<file path="src/rtl/control_unit.sv">
// Fetch/decode/execute sequencer for the 8-bit processor; drives every datapath strobe.
// Three cycles per instruction; INPUT holds until Enter (plus optional release wait); HALT sticks until Reset.
module control_unit #(
  parameter int OP_W            = 3,
  parameter bit REQUIRE_RELEASE = 1'b1
) (
  input  logic            Clock,
  input  logic            Reset,
  input  logic [OP_W-1:0] IR,
  input  logic            Aeq0,
  input  logic            Apos,
  input  logic            Enter,
  output logic            PCload,
  output logic            JMPmux,
  output logic            IRload,
  output logic            Meminst,
  output logic            MemWr,
  output logic            Aload,
  output logic            Sub,
  output logic [1:0]      Asel,
  output logic            Halt,
  output logic [3:0]      State
);

  localparam logic [3:0] S_START  = 4'd0;
  localparam logic [3:0] S_FETCH  = 4'd1;
  localparam logic [3:0] S_DECODE = 4'd2;
  localparam logic [3:0] S_HALT   = 4'd7;
  localparam logic [3:0] S_LOAD   = 4'd8;
  localparam logic [3:0] S_STORE  = 4'd9;
  localparam logic [3:0] S_ADD    = 4'd10;
  localparam logic [3:0] S_SUB    = 4'd11;
  localparam logic [3:0] S_INPUT  = 4'd12;
  localparam logic [3:0] S_INREL  = 4'd13;
  localparam logic [3:0] S_JZ     = 4'd14;
  localparam logic [3:0] S_JPOS   = 4'd15;

  logic [3:0] state;
  logic [3:0] state_next;

  always_ff @(posedge Clock) begin
    if (Reset) state <= S_START;
    else       state <= state_next;
  end

  always_comb begin
    state_next = S_START;
    case (state)
      S_START:  state_next = S_FETCH;
      S_FETCH:  state_next = S_DECODE;
      S_DECODE: begin
        case (IR)
          OP_W'(0): state_next = S_LOAD;
          OP_W'(1): state_next = S_STORE;
          OP_W'(2): state_next = S_ADD;
          OP_W'(3): state_next = S_SUB;
          OP_W'(4): state_next = S_INPUT;
          OP_W'(5): state_next = S_JZ;
          OP_W'(6): state_next = S_JPOS;
          default:  state_next = S_HALT;
        endcase
      end
      S_LOAD, S_STORE, S_ADD, S_SUB, S_JZ, S_JPOS: state_next = S_FETCH;
      S_INPUT: begin
        if (!Enter)               state_next = S_INPUT;
        else if (REQUIRE_RELEASE) state_next = S_INREL;
        else                      state_next = S_FETCH;
      end
      // Waiting for release keeps a held key from loading A on the next INPUT.
      S_INREL:  state_next = Enter ? S_INREL : S_FETCH;
      S_HALT:   state_next = S_HALT;
      default:  state_next = S_START;
    endcase
  end

  always_comb begin
    PCload  = 1'b0;
    JMPmux  = 1'b0;
    IRload  = 1'b0;
    Meminst = 1'b0;
    MemWr   = 1'b0;
    Aload   = 1'b0;
    Sub     = 1'b0;
    Asel    = 2'b00;
    Halt    = 1'b0;
    State   = 4'd0;
    if (!Reset) begin
      State = state;
      case (state)
        S_FETCH: begin
          Meminst = 1'b1;
          IRload  = 1'b1;
          PCload  = 1'b1;
        end
        S_LOAD: begin
          Asel  = 2'b10;
          Aload = 1'b1;
        end
        S_STORE: MemWr = 1'b1;
        S_ADD:   Aload = 1'b1;
        S_SUB: begin
          Aload = 1'b1;
          Sub   = 1'b1;
        end
        S_INPUT: begin
          Asel  = 2'b01;
          Aload = Enter;
        end
        S_JZ: begin
          JMPmux = 1'b1;
          PCload = Aeq0;
        end
        S_JPOS: begin
          JMPmux = 1'b1;
          PCload = Apos;
        end
        S_HALT:  Halt = 1'b1;
        default: ;
      endcase
    end
  end

endmodule

</file>
<file path="config.mk">
export PLATFORM = sky130hd
export DESIGN_NAME = control_unit
export DESIGN_NICKNAME = d
export VERILOG_FILES = /design/src/rtl/control_unit.sv
export SDC_FILE = /design/constraint.sdc
export NUM_CORES = 1
export LEC_CHECK = 0
export ABC_AREA = 1
export ABC_CLOCK_PERIOD_IN_PS = 2000
export CORE_AREA = 2 2 39 41
export CTS_CLUSTER_DIAMETER = 100
export DETAILED_ROUTE_END_ITERATION = 6
export DIE_AREA = 0 0 41 43
export PLACE_DENSITY = 0.6
export RECOVER_POWER = 25
export SYNTH_ARGS = -nofsm -noshare
export SYNTH_HDL_FRONTEND = slang
export SYNTH_SLANG_ARGS = --single-unit
</file>
<file path="constraint.sdc">
create_clock -name Clock -period 2 [get_ports Clock]
set_input_delay 0.4 -clock Clock [delete_from_list [all_inputs] [get_ports Clock]]
set_output_delay 0.4 -clock Clock [all_outputs]
set_load 0.005 [all_outputs]
</file>
[After elaboration in Yosys (flattened, before gate mapping)]
Index checks and enable logic that the tools add are counted.
Storage, ports and cells
  register bits after elaboration: 4
  input bits: 8
  output and inout port bits: 14
  word-level logic and storage cells: 44
Cells by class
  equal/unequal tests: 17
  muxes and demuxes: 21
  reductions and logical operators: 5
Operators by type and width (count)
  $eq 4x4->1 const B: 8
  $pmux 4 s7: 1
  $pmux 4 s6: 1
  $mux 1: 13
  $eq 3x3->1 const B: 3
  $mux 4: 2
  $reduce_or 7->1: 1
  $eq 3x2->1 const B: 2
  $eq 4x1->1 const B: 1
  $eq 4x2->1 const B: 1
  $eq 4x3->1 const B: 1
  $logic_not 4->1: 1
  $pmux 2 s2: 1
  $eq 3x1->1 const B: 1
  $logic_not 3->1: 1
  $pmux 1 s3: 1
  $reduce_or 3->1: 1
  $mux 2: 1
  $pmux 1 s2: 1
  $reduce_or 2->1: 1

[Logic depth before layout (Yosys ltp)]
  depth in word-level cells: 4
  depth in mapped cells: 7
  mapped depth without buffers: 7

[Least setup slack after synthesis]
Ideal clock, no wire load.
  path type: register to output
  start: register state[0]
  end: output port Meminst
  arrival: 0.915 ns
  required time: 1.600 ns
  path slack: 0.685 ns
  cell stages (with the launch flop): 6
  path buffers: 1
  path through: dfxtp_1 > inv_2 > nor2_2 > nand2_1 > nor2_1 > buf_4
On the way
  cells in the longest elaborated chain, start to end: 3
Ends and longest elaborated chain
  start: declaration: RTL line 38  | logic [3:0] state;
  start signal: assignment: RTL line 43  | else state <= state_next;
  $eq 4x1->1
  $mux 1 (2 in a row)
  end: declaration: RTL line 16  | output logic Meminst,
No other way between the ends.

[Worst setup path in the final report]
  start: input port Reset
  end: output port State[2]
On the way
  cells in the longest elaborated chain, start to end: 1
Ends and longest elaborated chain
  start: declaration: RTL line 8  | input logic Reset,
  $mux 4: RTL line 87  | if (!Reset) begin
  end: declaration: RTL line 22  | output logic [3:0] State
No other way between the ends.

==> metrics.md <==
| Metric | Value |
|---|---|
| Detail-routed net length per standard cell | 10.2 um |
| Synthesized-area fraction occupied by ao, oa, aoi and oai cells | between 8 and 9% |
| Power Dens Cells | 527 nW/um^2 |
| Logic depth of the worst setup path including buffers | 5 |
| Class of the worst hold path | flip-flop to flip-flop |
| Netlist area before placement | ~360 um^2 |
| Global-route usage over all layers | 16.2% |
| Final critical-path required period | 1.95 ns |
| Final Setup Violations | 0 |
| Post-Synth XOR/XNOR Area | 0% |
| Simple logic cell fraction of the synthesized area | 57.7% |
| Crit-path cells | dlygate4sd2_1 -> buf_6 -> buf_2 -> nor2_1 -> clkdlybuf4s50_1 |
| Clock-pin slew reported for the worst setup and hold paths after clock tree synthesis | roughly 0.030 ns |
| Average size of a mapped cell | around 5.4 um^2 |
| Clock latency reported for the late side of the worst-skew pair | around 0.23 ns |
| Register containing the most flip-flops in the final layout | state |
| Count of routing violations after the opening detailed-route iteration | 5 |
| Worst slew margin relative to its limit | between 80 and 90% |
| Deepest level of the CTS H-tree | 1 |
| Required time of the critical path | roughly 1.6 ns |
| Type of the setup path with the least slack | input port to output port |
| Adder-cell area share of the yosys netlist | 0% |
| Clock tree from TritonCTS | built |
| Delay of the slowest cell on the worst path | roughly 0.50 ns |
| Fmax | 0.513 GHz |
| Full die area | ~1800 um^2 |
| CTS Hold Bufs | 0 |
| Warnings from Yosys | 0 |
| Number of hold violations in the final report | 0 |
| Y dimension of the die | between 40 and 50 um |
| Mux cell area share after synthesis | 0% |
| Largest buffer count on any clock path | 2 |
| Number of buffer cells added on primary ports | 21 |
| Endpoint class of the critical path | output port |
| Worst-case hold slack | 0.667 ns |
| Combined flip-flop and latch cell area | approximately 81 um^2 |
| Count of cell types in the netlist | 17 |
| Non-Filler Cell Area, Final | 683 um^2 |
| P_leak | about 0.00033 uW |
| Dominant combinational cell family by area after synthesis | simple AND/OR/NAND/NOR gates |
| Synthesized instance count | 67 |
| Vias in the first global route | ~460 |
| Antenna violations before repair | 0 |
| Tcrit/Tclk final | between 90 and 100% |
| CP bufs+invs | 4 |
| Core Rows | 14 |
| Number of nets in the layout | between 100 and 150 |
| Registers with the highest flip-flop counts | state x4 |
| Commonest non-fill, non-tap cell in the layout | sky130_fd_sc_hd__nor2_1 |
| Ratio of routed vias to standard cells | 4.54 |
| Number of vias in the routed layout | between 500 and 600 |
| DIE WIDTH | just over 40 um |
| RD Place Congestion | between 0.7 and 0.8 |
| Top-level port count | 22 |
| Highest-delay cell along the critical path | sky130_fd_sc_hd__clkdlybuf4s50_1 |
| Most used cells in the layout excluding fill and tap cells | 16 x sky130_fd_sc_hd__nor2_1, 14 x sky130_fd_sc_hd__clkdlybuf4s50_1, 12 x sky130_fd_sc_hd__nand2_1 |
| Total nets after synthesis | 75 |
| Total DRC errors in the routed layout | 0 |
| Synth Register Bits | 4 |
| Count of antenna-violating nets left after detailed routing | 0 |
| CTS sink cnt | 4 |
| Placeable core area | 1380 um^2 |
| Cell depth of the worst flop-to-flop path | 6 |
| Initial standard-cell utilization of the core | about a quarter |
| Number of fill cells in the layout | 150 |
| Max VDD drop | 0.255 mV |
| HPWL after DPL | 851 um |
| Element type at the critical path start | input port |
| Arrival time at the worst endpoint | 1.55 ns |
| Sequential cell area fraction in the yosys report | 22.0% |
| Run status | completed |
| Total congestion overflow after global routing | 0 |
| Fin worst setup slack | around 0.05 ns |
| Unrepaired setup endpoints after global routing | true |
| First-pass detailed-route iteration total | 2 |
| First-pass GRT wire length | 1.88 mm |
| Largest net degree at the start of global routing | 7 |
| Flip-flop count of the largest register after layout | 4 |
| Total placed instance area | 621 um^2 |
| Number of diodes added for antenna fixing | 0 |
| Internal reg-to-reg setup slack | 0.90 ns |
| Max-capacitance violation count | 0 |
| CTS Root Cell | sky130_fd_sc_hd__clkbuf_4 |
| Area growth syn-to-layout | 87.6% |
| Max-slew violations | 0 |
| Number of clock buffers inserted by TritonCTS | 3 |
| Final WL | around 1.2 mm |
| Highest net fanout along the worst path | 6 |
| Post-placement setup slack | -0.151 ns |
| Slew at the pin closest to its max-slew limit | roughly 0.20 ns |
| Worst hold path stage count | 4 |
| Family with the most delay on the worst path | buffers and inverters |
| Clk_skew | between 0.001 and 0.0015 ns |
| Layout cell share with drive strength beyond 1 | 28.6% |
| Area used by multi-input combinational logic | approximately 260 um^2 |
[what timing repair did]
item,CTS,global route
buffers inserted,2,2
endpoints found under the setup margin,13,4
gates resized for setup,9,5
gates cloned,0,0
pin swaps,1,0
[tightest hold or removal path: stages, from the launching register on]
cell	delay, ns
sky130_fd_sc_hd__dfxtp_1	0.32
sky130_fd_sc_hd__nand2_2	0.09
sky130_fd_sc_hd__o21ai_1	0.08
sky130_fd_sc_hd__nor2_1	0.09
sky130_fd_sc_hd__nor2_1	0.04
[power breakdown]
group          internal, uW  switching, uW  total (uW)
combinational          73.8           83.6         157
clock                  67.0           31.4        98.4
sequential             90.7           13.2         104
total                   232            128         360
[routing by layer]
metal	global-route usage (%)	vias up	share of wire, %
met5	0	-	0
li1	-	277	-
met4	8.00	0	0.77
met2	26.3	16	53
met1	17.3	221	41
met3	6.28	3	4.7
[cells by family after synthesis]
kind of cell / after synthesis
buffers and inverters: 10
and+or+nand+nor: 47
DFF: 4
AOI/OAI and AO/OA: 6
[cell type report]
class                      count  share of cell area [%]
clock buffer                   3                    3.30
inverter                       8                    4.40
multi-input combinational     53                    37.7
sequential                     4                    11.9
tap                           16                    2.93
timing repair buffer          30                    39.7
[stage by stage]
stage | utilization (%) | std cells | power, uW | setup TNS, ns
2_1_floorplan | - | 67 | 183 | 0
3_3_place_gp | 44.8 | 107 | 252 | -0.837
3_5_place_dp | 44.8 | 107 | 251 | -0.930
4_1_cts | 47.5 | 112 | 354 | 0
5_1_grt | 49.4 | 114 | 393 | -0.0144
6_report | 49.4 | 114 | 360 | 0
[synth_stat cells]
master                     number  area, um^2
sky130_fd_sc_hd__nor3_1         2        10.0
sky130_fd_sc_hd__nor2_1        18        67.6
sky130_fd_sc_hd__clkbuf_1       1        3.75
sky130_fd_sc_hd__dfxtp_1        4        80.1
sky130_fd_sc_hd__nand4_1        2        12.5
sky130_fd_sc_hd__nand3_2        1        10.0
sky130_fd_sc_hd__o22ai_1        1        6.26
sky130_fd_sc_hd__inv_2          3        11.3
sky130_fd_sc_hd__nand2_1       14        52.6
sky130_fd_sc_hd__a21oi_1        2        10.0
sky130_fd_sc_hd__nor2_2         3        18.8
sky130_fd_sc_hd__buf_4          1        7.51
sky130_fd_sc_hd__nand3_1        4        20.0
sky130_fd_sc_hd__inv_1          5        18.8
sky130_fd_sc_hd__nand2_2        3        18.8
sky130_fd_sc_hd__o21ai_1        2        10.0
sky130_fd_sc_hd__a31oi_1        1        6.26
[worst paths after layout]
| path | from | to |
|---|---|---|
| worst max-delay path | Reset | State[2] |
| worst min-delay path | state[3] | state[0] |
| worst max register to register | state[3] | state[0] |
| worst min register to register | state[3] | state[0] |
(Power assumes the default switching activity.)
==> RTL edit 1 (config.mk and constraints unchanged) <==
Set the parameter `REQUIRE_RELEASE` to 1'b0 (it was 1'b1).
--- a/src/rtl/control_unit.sv
+++ b/src/rtl/control_unit.sv
@@ -2,7 +2,7 @@
 // Three cycles per instruction; INPUT holds until Enter (plus optional release wait); HALT sticks until Reset.
 module control_unit #(
   parameter int OP_W            = 3,
-  parameter bit REQUIRE_RELEASE = 1'b1
+  parameter bit REQUIRE_RELEASE = 1'b0
 ) (
   input  logic            Clock,
   input  logic            Reset,
Behaviour: not the same (Yosys sat finds a counterexample within 10 cycles, from zero or initial values and one cycle with Reset high).
==> RTL edit 1 against the original RTL <==
- die area unchanged
- setup slack gained 0.055 ns
- global-route usage fell by 1.3 points
- design area rose by 0.37%
- largest power group unchanged
- highest routed layer unchanged
- clock power up 0.7%
- synthesized cell count is 4.5% higher
- sequential cell count unchanged
- via count increased by 7.9%
- area after synthesis up 1.7%
- critical path type is now reg -> out
- worst hold slack worse by 0.030 ns
- routed wire length grew 9.0%
- critical path depth is 1 lower
- total power fell by 2.3%
==> RTL edit 1: results <==
group,metric,value,unit
detailed_routing,drtIter0Drc,17,
finish,nets,112,
clock_tree,clockRootBuffer,"clkbuf_4",
power_and_ir_drop,p_leak,0.000376,uW
global_routing,grt_pass1_wl,1.83,mm
worst_hold_path,hold_path.class,"in -> reg",
finish,nFillCells,155,
clock_tree,htree_levels,1,
synth,seq_area_frac_synth,0.216,
clock_tree,cts.reportedPaths.clkPinSlew,0.04,ns
detailed_routing,firstDrtPassIters,4,
critical_path,worst_ep_arrival_time,1.49,ns
critical_path,regToRegEndpoint,"state[0]",
worst_hold_path,min_path_cells,3,
synth,synth_compound_area_frac,0.0608,
worst_hold_path,min_to,"state[0]",
synth,synth.area.top_cells,"dfxtp_1 22%, nor2_1 18%, nand2_1 17%, nand3_1 9.5%, inv_1 9.1%",
global_routing,grt_use_total,0.149,
finish,drive_above_1_share,0.216,
critical_path,reg2reg_depth,7,
placement,hpwl,896,um
detailed_routing,wl,1.27,mm
global_routing,grt_start_max_net_pins,14,
synth,synthTopCellsByCount,"18 x nor2_1, 17 x nand2_1, 9 x inv_1",
placement,port_buffers,21,
critical_path,crit_fanout,5,
detailed_routing,routed-via-count,558,
synth,synthMuxAreaShare,0,
worst_hold_path,holdCritStartpoint,"Reset",
finish,antenna_cells,0,
synth,synth_nets,78,
synth,synthAdderAreaFrac,0,
timing,fin_skew,0.00294,ns
power_and_ir_drop,ir_worst_vdd,0.000270,V
clock_tree,clkLatencyLatePin,0.23,ns
global_routing,antenna_found_initial,0,
placement,place.gp.congestion,0.822,
placement,placed_cell_area,627,um2
critical_path,reg2reg_from,"state[2]",
synth,ys_warn_count,0,
critical_path,rrSetupSlack,0.83,ns
timing,relSlewSlack,0.847,
global_routing,grt_pass1_vias,471,
floorplan,core,1380,um2
run_status,status,"complete, no violations",
RTL edit 1: how the worst max path moves through the flow:
stage | to | start
after floorplan | Meminst | Reset
final | IRload | state[2]
after CTS | IRload | Reset
after global routing | IRload | state[0]
after detailed placement | Aload | Reset
after global placement | Aload | Reset
RTL edit 1: what timing repair did:
item / 4_1_cts / 5_1_grt
resized for setup: 13 / 3
setup endpoints to repair: 13 / 7
cloned: 0 / 1
pin swaps: 2 / 0
setup buffers: 3 / 1
RTL edit 1: layer usage:
metal,share of wire,routed length (um),vias to the layer above,global-route usage
li1,-,-,288,-
met1,0.44,554,244,0.179
met2,0.48,609,24,0.244
met3,0.069,87,2,0.0157
met4,0.013,16,0,0.0800
met5,0,0,-,0
RTL edit 1: report_power, final:
group / switching (uW) / total (uW) / internal [uW]
registers: 13.6 / 105 / 91.5
clock network: 32.0 / 99.1 / 67.1
logic: 79.7 / 147 / 67.7
RTL edit 1: metrics by stage:
stage                     hold slack, ns  instances  setup slack, ns
after floorplan                    0.535         70            0.693
after global placement             0.674        110           -0.134
after detailed placement           0.667        110           -0.154
after CTS                          0.672        116          -0.0416
after global routing               0.642        118           0.0229
final                              0.637        118            0.105
RTL edit 1: cell type report:
| class | count | area [um2] | area share |
|---|---|---|---|
| Tap cell | 16 | 20.0 | 0.0292 |
| Multi-Input combinational cell | 54 | 246 | 0.359 |
| Timing Repair Buffer | 31 | 277 | 0.403 |
| Clock buffer | 3 | 22.5 | 0.0328 |
| Inverter | 10 | 37.5 | 0.0547 |
| Sequential cell | 4 | 82.6 | 0.120 |
RTL edit 1: worst max-delay path, stage by stage (launching register included):
cell	delay, ns
dfxtp_1	0.33
nor2_1	0.20
nand2_2	0.11
nor2_2	0.11
clkdlybuf4s50_1	0.51
==> RTL edit 2 (config.mk and constraints unchanged) <==
Without the edit above. Add an input register stage for `IR`, `Aeq0`, `Apos` and `Enter`; this delays them by one clock. Comments in the files are not updated.
--- a/src/rtl/control_unit.sv
+++ b/src/rtl/control_unit.sv
@@ -35,6 +35,18 @@
   localparam logic [3:0] S_JZ     = 4'd14;
   localparam logic [3:0] S_JPOS   = 4'd15;
 
+  logic [OP_W-1:0] IR_q;
+  logic Aeq0_q;
+  logic Apos_q;
+  logic Enter_q;
+
+  always_ff @(posedge Clock) begin
+    IR_q    <= IR;
+    Aeq0_q  <= Aeq0;
+    Apos_q  <= Apos;
+    Enter_q <= Enter;
+  end
+
   logic [3:0] state;
   logic [3:0] state_next;
 
@@ -49,7 +61,7 @@
       S_START:  state_next = S_FETCH;
       S_FETCH:  state_next = S_DECODE;
       S_DECODE: begin
-        case (IR)
+        case (IR_q)
           OP_W'(0): state_next = S_LOAD;
           OP_W'(1): state_next = S_STORE;
           OP_W'(2): state_next = S_ADD;
@@ -62,12 +74,12 @@
       end
       S_LOAD, S_STORE, S_ADD, S_SUB, S_JZ, S_JPOS: state_next = S_FETCH;
       S_INPUT: begin
-        if (!Enter)               state_next = S_INPUT;
+        if (!Enter_q)               state_next = S_INPUT;
         else if (REQUIRE_RELEASE) state_next = S_INREL;
         else                      state_next = S_FETCH;
       end
       // Waiting for release keeps a held key from loading A on the next INPUT.
-      S_INREL:  state_next = Enter ? S_INREL : S_FETCH;
+      S_INREL:  state_next = Enter_q ? S_INREL : S_FETCH;
       S_HALT:   state_next = S_HALT;
       default:  state_next = S_START;
     endcase
@@ -104,15 +116,15 @@
         end
         S_INPUT: begin
           Asel  = 2'b01;
-          Aload = Enter;
+          Aload = Enter_q;
         end
         S_JZ: begin
           JMPmux = 1'b1;
-          PCload = Aeq0;
+          PCload = Aeq0_q;
         end
         S_JPOS: begin
           JMPmux = 1'b1;
-          PCload = Apos;
+          PCload = Apos_q;
         end
         S_HALT:  Halt = 1'b1;
         default: ;
Function: changed (Yosys sat finds a counterexample within 4 cycles, from zero or initial values and one cycle with Reset high).
==> RTL edit 2 against the original RTL <==
- first-iteration DRC count is 80% higher
- total power is 42% higher
- design area is 21% higher
- sequential share of layout area is 13 points higher
- core utilization is 10 points higher
- routed wire length is 0.52% lower
- critical path depth is 1 higher
- worst hold slack worse by 0.10 ns
- count of clock-buffer cells in the layout stayed put
- setup slack better by 0.012 ns
- area after synthesis is 35% higher
- sequential cell count is 6 higher
==> RTL edit 2: results <==
group,metric,value,unit
synth,postSynth.asyncResetShare,0,
global_routing,grt_use_total,0.158,
finish,top_regs,"state x4, IR_q x3",
finish,antenna_cells,0,
power_and_ir_drop,ir_worst_vdd,0.000372,V
critical_path,reg2reg_depth,7,
worst_hold_path,hold_path.class,"reg -> reg",
detailed_routing,firstDrtPassIters,4,
synth,synth_nets,83,
synth,synthTopCellsByCount,"19 x nand2_1, 14 x nor2_1, 10 x dfxtp_1",
synth,ys_types,18,
finish,drive_above_1_share,0.250,
timing,fin_skew,0.00499,ns
critical_path,rrSetupSlack,0.99,ns
detailed_routing,drtIter0Drc,9,
placement,port_buffers,21,
run_status,status,"complete, no violations",
critical_path,worst_ep_arrival_time,1.54,ns
clock_tree,clkLatencyLatePin,0.25,ns
power_and_ir_drop,p_leak,0.000502,uW
global_routing,antenna_found_initial,0,
clock_tree,cts.reportedPaths.clkPinSlew,0.06,ns
synth,synth.area.top_cells,"dfxtp_1 41%, nand2_1 14%, nor2_1 11%, nand3_1 8.1%, inv_1 5.3%",
placement,place.gp.congestion,0.762,
finish,nets,114,
detailed_routing,routed-via-count,547,
placement,post-place-ws,-0.234,ns
clock_tree,clockRootBuffer,"clkbuf_4",
global_routing,grt_pass1_vias,482,
critical_path,critPathLaunch,"Reset",
synth,synth_ff_type,"dfxtp_1",
global_routing,grt_pass1_wl,1.96,mm
critical_path,crit_fanout,4,
timing,period_needed,1.94,ns
timing,tightestPinTransition,0.189,ns
placement,hpwl,928,um
critical_path,regToRegEndpoint,"state[0]",
clock_tree,cts-buffers-inserted,3,
detailed_routing,wl,1.16,mm
clock_tree,cts.path.max_buffers,2,
synth,seq_area_frac_synth,0.406,
critical_path,reg2reg_from,"state[0]",
synth,ys_warn_count,0,
global_routing,grt_start_max_net_pins,9,
clock_tree,htree_levels,1,
critical_path,crit_path_end,"JMPmux",
[RTL edit 2: cell families (layout without fill, tap and decap cells)]
| kind of cell | count (synthesis) | count (layout) | synth area share |
|---|---|---|---|
| and+or+nand+nor | 48 | 48 | 0.429 |
| AOI/OAI and AO/OA | 5 | 5 | 0.0660 |
| buffers and inverters | 12 | 41 | 0.0990 |
| DFF | 10 | 10 | 0.406 |
[RTL edit 2: how the worst min path moves through the flow]
stage,start,to,slack [ns],depth (start not counted)
3_5_place_dp,IR_q[0],state[3],0.55,3
2_1_floorplan,Aeq0,Aeq0_q,0.43,0
3_3_place_gp,IR_q[0],state[3],0.55,3
4_1_cts,IR_q[0],state[3],0.57,3
6_report,IR_q[0],state[3],0.56,3
5_1_grt,Enter,Enter_q,0.60,1
[RTL edit 2: where the power goes]
group	total [uW]	switching, uW	internal (uW)	leakage [uW]
Sequential	236	17.9	218	0.0000848
Clock	127	57.9	68.9	0.0000138
Combinational	148	76.9	71.3	0.000404
[RTL edit 2: worst max-delay path, cell delays in order]
cell and delay, ns:
dlygate4sd2_1 0.29, nor2_2 0.16, nand2_1 0.07, inv_2 0.05, buf_4 0.09, clkdlybuf4s50_1 0.48
[RTL edit 2: metrics by stage]
step	utilization	cells	instance area, um2	setup TNS (ns)	power, uW
6_report	0.596	120	825	0	511
3_3_place_gp	0.536	114	742	-1.24	375
3_5_place_dp	0.536	114	742	-1.52	374
4_1_cts	0.578	119	800	0	514
5_1_grt	0.596	120	825	-0.000299	549
2_1_floorplan	-	75	493	0	315
[RTL edit 2: layout make-up]
| cell class | count | area [um2] |
|---|---|---|
| Fill cell | 132 | 559 |
| Multi-Input combinational cell | 53 | 259 |
| Sequential cell | 10 | 206 |
| Inverter | 10 | 37.5 |
| Tap cell | 16 | 20.0 |
| Clock buffer | 3 | 22.5 |
| Timing Repair Buffer | 28 | 279 |
[RTL edit 2: per-layer routing]
layer  part of all wire  vias up  wire length (um)  global-route usage
met3              0.061        2                71              0.0157
met4              0.014        0                16              0.0800
met2               0.44       20               509               0.238
met5                  0        -                 0                   0
li1                   -      292                 -                   -
met1               0.48      233               559               0.215
[RTL edit 2: timing repair]
item,4_1_cts,5_1_grt
cloned,0,0
pin swaps,2,2
hold buffers,0,0
resized for setup,10,7
hold endpoints to repair,0,0
endpoints found under the setup margin,12,7
setup buffers,2,1
